==> src/rtl/pq_batch_sorter.sv <==
// pq_batch_sorter: batch front-end for a pq_if priority-queue device.
// Loads a batch of kv items from a valid/ready input stream into the PQ, then
// drains the PQ onto a valid/ready output stream so each batch leaves in PQ
// priority order.
//
// Parameters:
//   MAX_BATCH  maximum items per batch (must not exceed PQ capacity)
//   CW         occupancy counter width
//   KV_W       width of a packed kv item
// Ports:
//   clk, rst          clock, asynchronous active-low reset
//   s_kv/s_valid/s_last/s_ready   input item stream
//   m_kv/m_valid/m_last/m_ready   sorted output stream (registered)
//   pq_kvi/pq_enq/pq_deq          requests to the PQ device
//   pq_full/pq_busy/pq_empty/pq_kvo  status and head item from the PQ device
//   batch_done        one-cycle pulse after the final output handshake
//   ovf               sticky: a batch was cut short by pq_full
module pq_batch_sorter #(
  parameter int unsigned MAX_BATCH = 16,
  parameter int unsigned CW        = $clog2(MAX_BATCH + 1),
  parameter int unsigned KV_W      = 32
) (
  input  logic            clk,
  input  logic            rst,
  input  logic [KV_W-1:0] s_kv,
  input  logic            s_valid,
  input  logic            s_last,
  output logic            s_ready,
  output logic [KV_W-1:0] m_kv,
  output logic            m_valid,
  output logic            m_last,
  input  logic            m_ready,
  output logic [KV_W-1:0] pq_kvi,
  output logic            pq_enq,
  output logic            pq_deq,
  input  logic            pq_full,
  input  logic            pq_busy,
  input  logic            pq_empty,
  input  logic [KV_W-1:0] pq_kvo,
  output logic            batch_done,
  output logic            ovf
);

  localparam logic [0:0]    ST_LOAD  = 1'b0;
  localparam logic [0:0]    ST_DRAIN = 1'b1;
  localparam logic [CW-1:0] CNT_MAX  = CW'(MAX_BATCH);
  localparam logic [CW-1:0] CNT_ONE  = CW'(1);

  logic [0:0]      state_q, state_d;
  logic [CW-1:0]   cnt_q, cnt_d;
  logic [KV_W-1:0] m_kv_q, m_kv_d;
  logic            m_valid_q, m_valid_d;
  logic            m_last_q, m_last_d;
  logic            batch_done_q, batch_done_d;
  logic            ovf_q, ovf_d;
  // Low while in reset; keeps s_ready deasserted until the first edge after release.
  logic            live_q;

  logic            s_ready_c;
  logic            enq_fire_c;
  logic            deq_fire_c;
  logic            obuf_free_c;
  logic            final_hs_c;

  // State and datapath registers.
  always_ff @(posedge clk or negedge rst) begin
    if (!rst) begin
      state_q      <= ST_LOAD;
      cnt_q        <= '0;
      m_kv_q       <= '0;
      m_valid_q    <= 1'b0;
      m_last_q     <= 1'b0;
      batch_done_q <= 1'b0;
      ovf_q        <= 1'b0;
      live_q       <= 1'b0;
    end else begin
      state_q      <= state_d;
      cnt_q        <= cnt_d;
      m_kv_q       <= m_kv_d;
      m_valid_q    <= m_valid_d;
      m_last_q     <= m_last_d;
      batch_done_q <= batch_done_d;
      ovf_q        <= ovf_d;
      live_q       <= 1'b1;
    end
  end

  // Next-state, PQ request and output-buffer logic.
  always_comb begin
    state_d      = state_q;
    cnt_d        = cnt_q;
    m_kv_d       = m_kv_q;
    m_valid_d    = m_valid_q;
    m_last_d     = m_last_q;
    batch_done_d = 1'b0;
    ovf_d        = ovf_q;
    s_ready_c    = 1'b0;
    enq_fire_c   = 1'b0;
    deq_fire_c   = 1'b0;
    obuf_free_c  = !m_valid_q || m_ready;
    final_hs_c   = m_valid_q && m_ready && m_last_q;

    case (state_q)
      ST_LOAD: begin
        s_ready_c  = live_q && !pq_full && !pq_busy;
        enq_fire_c = s_valid && s_ready_c;
        if (enq_fire_c) begin
          if (cnt_q != CNT_MAX) begin
            cnt_d = cnt_q + CNT_ONE;
          end
          // cnt_q < MAX_BATCH here, so this compare cannot wrap.
          if (s_last || (cnt_q >= (CNT_MAX - CNT_ONE))) begin
            state_d = ST_DRAIN;
          end
        end else if (pq_full && (cnt_q != '0)) begin
          // PQ filled before the batch closed: drain what we have.
          state_d = ST_DRAIN;
          ovf_d   = 1'b1;
        end
      end

      ST_DRAIN: begin
        deq_fire_c = obuf_free_c && (cnt_q != '0) && !pq_empty && !pq_busy;
        if (deq_fire_c) begin
          m_kv_d    = pq_kvo;
          m_valid_d = 1'b1;
          m_last_d  = (cnt_q == CNT_ONE);
          cnt_d     = cnt_q - CNT_ONE;
        end else if (final_hs_c) begin
          m_valid_d    = 1'b0;
          m_last_d     = 1'b0;
          batch_done_d = 1'b1;
          cnt_d        = '0;
          state_d      = ST_LOAD;
        end else if (m_valid_q && m_ready) begin
          // Item consumed but the PQ cannot supply the next one yet.
          m_valid_d = 1'b0;
        end
      end

      default: begin
        state_d = ST_LOAD;
      end
    endcase
  end

  assign s_ready    = s_ready_c;
  assign pq_enq     = enq_fire_c;
  assign pq_deq     = deq_fire_c;
  assign pq_kvi     = s_kv;
  assign m_kv       = m_kv_q;
  assign m_valid    = m_valid_q;
  assign m_last     = m_last_q;
  assign batch_done = batch_done_q;
  assign ovf        = ovf_q;

endmodule

==> config.mk <==
export PLATFORM = sky130hd
export DESIGN_NAME = pq_batch_sorter
export DESIGN_NICKNAME = d
export VERILOG_FILES = /design/src/rtl/pq_batch_sorter.sv
export SDC_FILE = /design/constraint.sdc
export NUM_CORES = 1
export LEC_CHECK = 0
export CAP_MARGIN = 20
export CORE_AREA = 2 2 79 81
export DETAILED_ROUTE_END_ITERATION = 6
export DIE_AREA = 0 0 81 83
export MAX_ROUTING_LAYER = met4
export PLACE_DENSITY = 0.86
export SYNTH_ARGS = -nofsm -noshare
export SYNTH_HDL_FRONTEND = slang
export SYNTH_SLANG_ARGS = --single-unit
export TNS_END_PERCENT = 10
==> constraint.sdc <==
create_clock -name clk -period 5.7 [get_ports clk]
set_input_delay 1.14 -clock clk [delete_from_list [all_inputs] [get_ports clk]]
set_output_delay 1.14 -clock clk [all_outputs]
set_load 0.05 [all_outputs]
=== Yosys cells after proc, flatten, opt, wreduce, memory -nomap -nowiden ===
Cells that the tools add are included.

* $add $sub $neg: 2
* Order comparisons: 1
* Equal/unequal tests: 5
* Mux-type cells: 22
* Bitwise gates (word level): 2
* Reduce and logical (&&, ||, !) cells: 23

{| class="wikitable"
|+ Operator list
! kind !! count
|-
| 2-to-1 mux 5 bit || 4
|-
| 2-to-1 mux 1 bit || 16
|-
| one-hot mux 5 bit (2 select lines) || 1
|-
| logical AND 1 bit || 9
|-
| AND reduction 2 bit || 3
|-
| AND reduction 3 bit || 2
|-
| adder 5 x 1 -> 5 bit (second input constant) || 1
|-
| equality test 5 x 1 -> 1 bit (second input constant) || 1
|-
| greater-or-equal comparator 5 x 4 -> 1 bit (second input constant) || 1
|-
| inequality test 5 bit (second input constant) || 1
|-
| nonzero test 5 bit || 1
|-
| subtractor 5 x 1 -> 5 bit (second input constant) || 1
|-
| zero test 1 bit || 4
|-
| inequality test 2 bit (second input constant) || 2
|-
| inequality test 3 x 1 -> 1 bit (second input constant) || 1
|-
| nonzero test 3 bit || 1
|-
| logical OR 1 bit || 2
|-
| NOT 1 bit || 2
|-
| one-hot mux 1 bit (2 select lines) || 1
|-
| nonzero test 2 bit || 1
|}

* Flip-flop bits (word level): 43
* Input port bits: 72
* Output and inout port bits: 71
* Word-level logic and storage cells: 63

=== Depth between registers and ports, before layout ===
* Depth in word-level cells: 7
* Gate-level depth with buffers: 8
* Depth with buffers taken out: 7

=== Least setup slack after synthesis ===
No wires, ideal clock.

* Path kind: input to output
* Start point: input pq_busy
* End point: output pq_enq
* Arrival time: 2373 ps
* Required time: 4560 ps
* Slack: 2187 ps
* Stages: 3
* Path buffers: 0
* Cell sequence: nor4b_4 > nand2_1 > inv_1

* Cells in the longest elaborated chain, start to end: 4

{| class="wikitable"
|+ Ends and longest elaborated chain
! item !! line !! text
|-
| start, declared || 37 || <nowiki>input logic pq_busy,</nowiki>
|-
| zero test 1 bit || 105 || <nowiki>s_ready_c = live_q && !pq_full && !pq_busy;</nowiki>
|-
| logical AND 1 bit || 105 ||
|-
| logical AND 1 bit || 106 || <nowiki>enq_fire_c = s_valid && s_ready_c;</nowiki>
|-
| 2-to-1 mux 1 bit || 103 || <nowiki>case (state_q)</nowiki>
|-
| end, declared || 34 || <nowiki>output logic pq_enq,</nowiki>
|}

Every way passes these cells.

=== Worst setup path after layout ===
* Start point: input pq_busy
* End point: output pq_deq

* Cells in the longest elaborated chain, start to end: 3

{| class="wikitable"
|+ Ends and longest elaborated chain
! item !! line !! text
|-
| zero test 1 bit || 123 || <nowiki>deq_fire_c = obuf_free_c && (cnt_q != '0) && !pq_empty && !pq_busy;</nowiki>
|-
| logical AND 1 bit || 123 ||
|-
| 2-to-1 mux 1 bit || 103 ||
|-
| end, declared || 35 || <nowiki>output logic pq_deq,</nowiki>
|}

Every way passes these cells.

==> out/qor.txt <==
VDD IR max: 0.0003086 V
status: finished clean
register area share after synthesis: 0.4895
max cap viols: 0
syn_area_per_cell: 9.010 sq um
Hold Crit Class: reg2reg
Slew HR: 0.3831
hold path cells: 1
row cnt: 28
PwrDens: 606.8 nW/um^2
LEAKAGE: 1.346 nW
Port Buffers: 78
Mapped Cells: 244
Worst Max-Slew Pin Slew: 925.3 ps
Reg2Reg Depth: 8
largest net degree at the start of global routing: 44
vias per cell: 4.836
Filler cells: 563
CTS Hold Bufs: 0
Async SR Flop Fraction: 1.000
Hold Fails Final Rpt: 0
Syn-to-layout area delta: 30.56%
Max Freq: 0.2240 GHz
Initial Util: 0.3780
Net Count, Synth: 321
total grt overflow: 0
CP endpoint kind: output pin
fin crit period: 4465 ps
core area: 5816 sq um
n_diodes: 0
setup violators final: 0
Setup CP Type: in2out
Req. time, crit path: 4560 ps
Most used DFF post-synth: dfrtp_1
layout cells sized above 1: 0.05172
skew final: 9.636 ps
DRC viols: 0
via count: 1765
post-CTS sizing: 0
CTS tree: yes
Worst EP arrival: 3330 ps
RSZ-0062 raised after global routing: false
I/O pin count: 143
htree depth: 2
crit-path max FO: 36
initial DRC count: 71
final worst setup slack: 1235 ps
period utilization: 0.7834
Ys Warns: 0
gr usage total: 0.1526
WL final: 4.768 mm
post-route antenna net violation count: 0
hpwl dp: 3.425 mm
hold_ws: 474.5 ps
Area contributors post-synth: dfrtp_1 (49%), nand2_1 (17%), buf_4 (11%), ha_1 (2.8%), buf_2 (1.6%)
number of global-route vias before repair: 1802
die area: 6723 sq um
Slew Viols, Final: 0
Post-Place Setup Slack: 1228 ps
initial antenna violation count: 0
global-route wire length before repair: 7.935 mm
die height: 83 um
Synth Register Bits: 43
clock-pin slew on the worst setup and hold paths: 70 ps
CTS Sinks: 43
total clock buffers created by CTS: 5
Worst Setup Start Kind: input pin
Synth Cell Area: 2198 sq um
area share of the largest cell type after synthesis: 0.4895
final net count: 366
CTS Root Cell: clkbuf_8
Synth area leader: dfrtp_1
drt pass-1 iters: 4
Post CTS Setup Buffer Count: 0
Setup TNS: 0 ps
Routability Congestion: 0.8618
Routed WL per cell: 13.06 um
Die X: 81 um
Post-synth EDFFs: 0
Clock Tree Buf Depth: 2
worst-skew pair later-pin latency: 290 ps
Netlist cell types: 40
-- routing by layer --
layer	GRT usage	wire length (um)
met4	0.06009	70
met1	0.1717	1929
met3	0.04674	435
met2	0.2502	2333
met5	-	0
-- critical path, stage by stage --
cell and delay, ps:
clkdlybuf4s50_1 470, nor2_1 240, nand4_4 480, inv_2 170, clkdlybuf4s50_1 810
-- layout make-up --
cell class / instances / area [sq um] / area share
Clock buffer: 6 / 72.57 / 0.02528
Timing Repair Buffer: 79 / 783.3 / 0.2729
Tap cell: 75 / 93.84 / 0.03269
Sequential cell: 43 / 1076 / 0.3749
Multi-Input combinational cell: 153 / 805.8 / 0.2807
Inverter: 7 / 26.28 / 0.009154
Clock inverter: 2 / 12.51 / 0.004359
-- state kept, by name (all words and copies together), names as in the netlist --
name,flops
batch_done,1
live_q,1
m_last,1
ovf,1
m_kv,32
state_q,1
m_valid,1
cnt_q,5
-- cell usage in the layout, fill, tap and decap left out, types with 2 or more instances in the layout --
cell and instances:
nand2b_1 3, nand2_1 102, a21oi_1 2, dfrtp_1 43, clkdlybuf4s50_1 77, nor3_1 3, clkbuf_8 5, o211ai_1 3
nand3_1 4, o21ai_0 3, mux2i_1 3, and3_1 2, ha_1 5, inv_1 6
-- path summary, 6_finish.rpt --
path | from | end | slack, ps
hold reg to reg | ovf$_DFFE_PN0P_ | ovf$_DFFE_PN0P_ | 470
setup / recovery | pq_busy | pq_deq | 1230
max in group asynchronous | rst | m_kv[5]$_DFFE_PN0P_ | 4130
min in group asynchronous | rst | state_q$_DFF_PN0_ | 990
hold / removal | ovf$_DFFE_PN0P_ | ovf$_DFFE_PN0P_ | 470
setup reg to reg | cnt_q[0]$_DFFE_PN0P_ | cnt_q[4]$_DFFE_PN0P_ | 3280
-- kinds of logic (layout without fill, tap and decap cells) --
family,count (synthesis),after routing,share of synthesized area
DFF,43,43,0.4895
AOI/OAI and AO/OA,21,21,0.07286
adders and majority gates,5,5,0.02846
buffers and inverters,48,94,0.1440
and+or+nand+nor,123,123,0.2499
muxes,3,3,0.01366
other,1,1,0.001706
-- metrics by stage --
step | power [W] | utilization | std cells | instance area [sq um]
after floorplan | 0.001281 | - | 244 | 2198
final | 0.001742 | 0.4935 | 365 | 2870
after detailed placement | 0.001568 | 0.4789 | 357 | 2785
after global placement | 0.001546 | 0.4789 | 357 | 2785
after global routing | 0.001844 | 0.4935 | 365 | 2870
after CTS | 0.001761 | 0.4935 | 365 | 2870
-- Yosys cell counts (2+ instances only) --
cell      instances
nand2_1         102
dfrtp_1          43
buf_4            32
buf_2             7
inv_1             6
ha_1              5
nand3_1           4
mux2i_1           3
nand2b_1          3
nor3_1            3
o211ai_1          3
o21ai_0           3
a21oi_1           2
and3_1            2
-- where the power goes --
| group | leakage, nW | total [W] | internal (W) | switching (W) |
|---|---|---|---|---|
| clock | 0.0412 | 0.000185 | 0.0000856 | 0.0000990 |
| combinational | 0.773 | 0.00101 | 0.000338 | 0.000667 |
| sequential | 0.531 | 0.000552 | 0.000444 | 0.000108 |
| total | 1.35 | 0.00174 | 0.000868 | 0.000874 |
(Power assumes the default switching activity.)
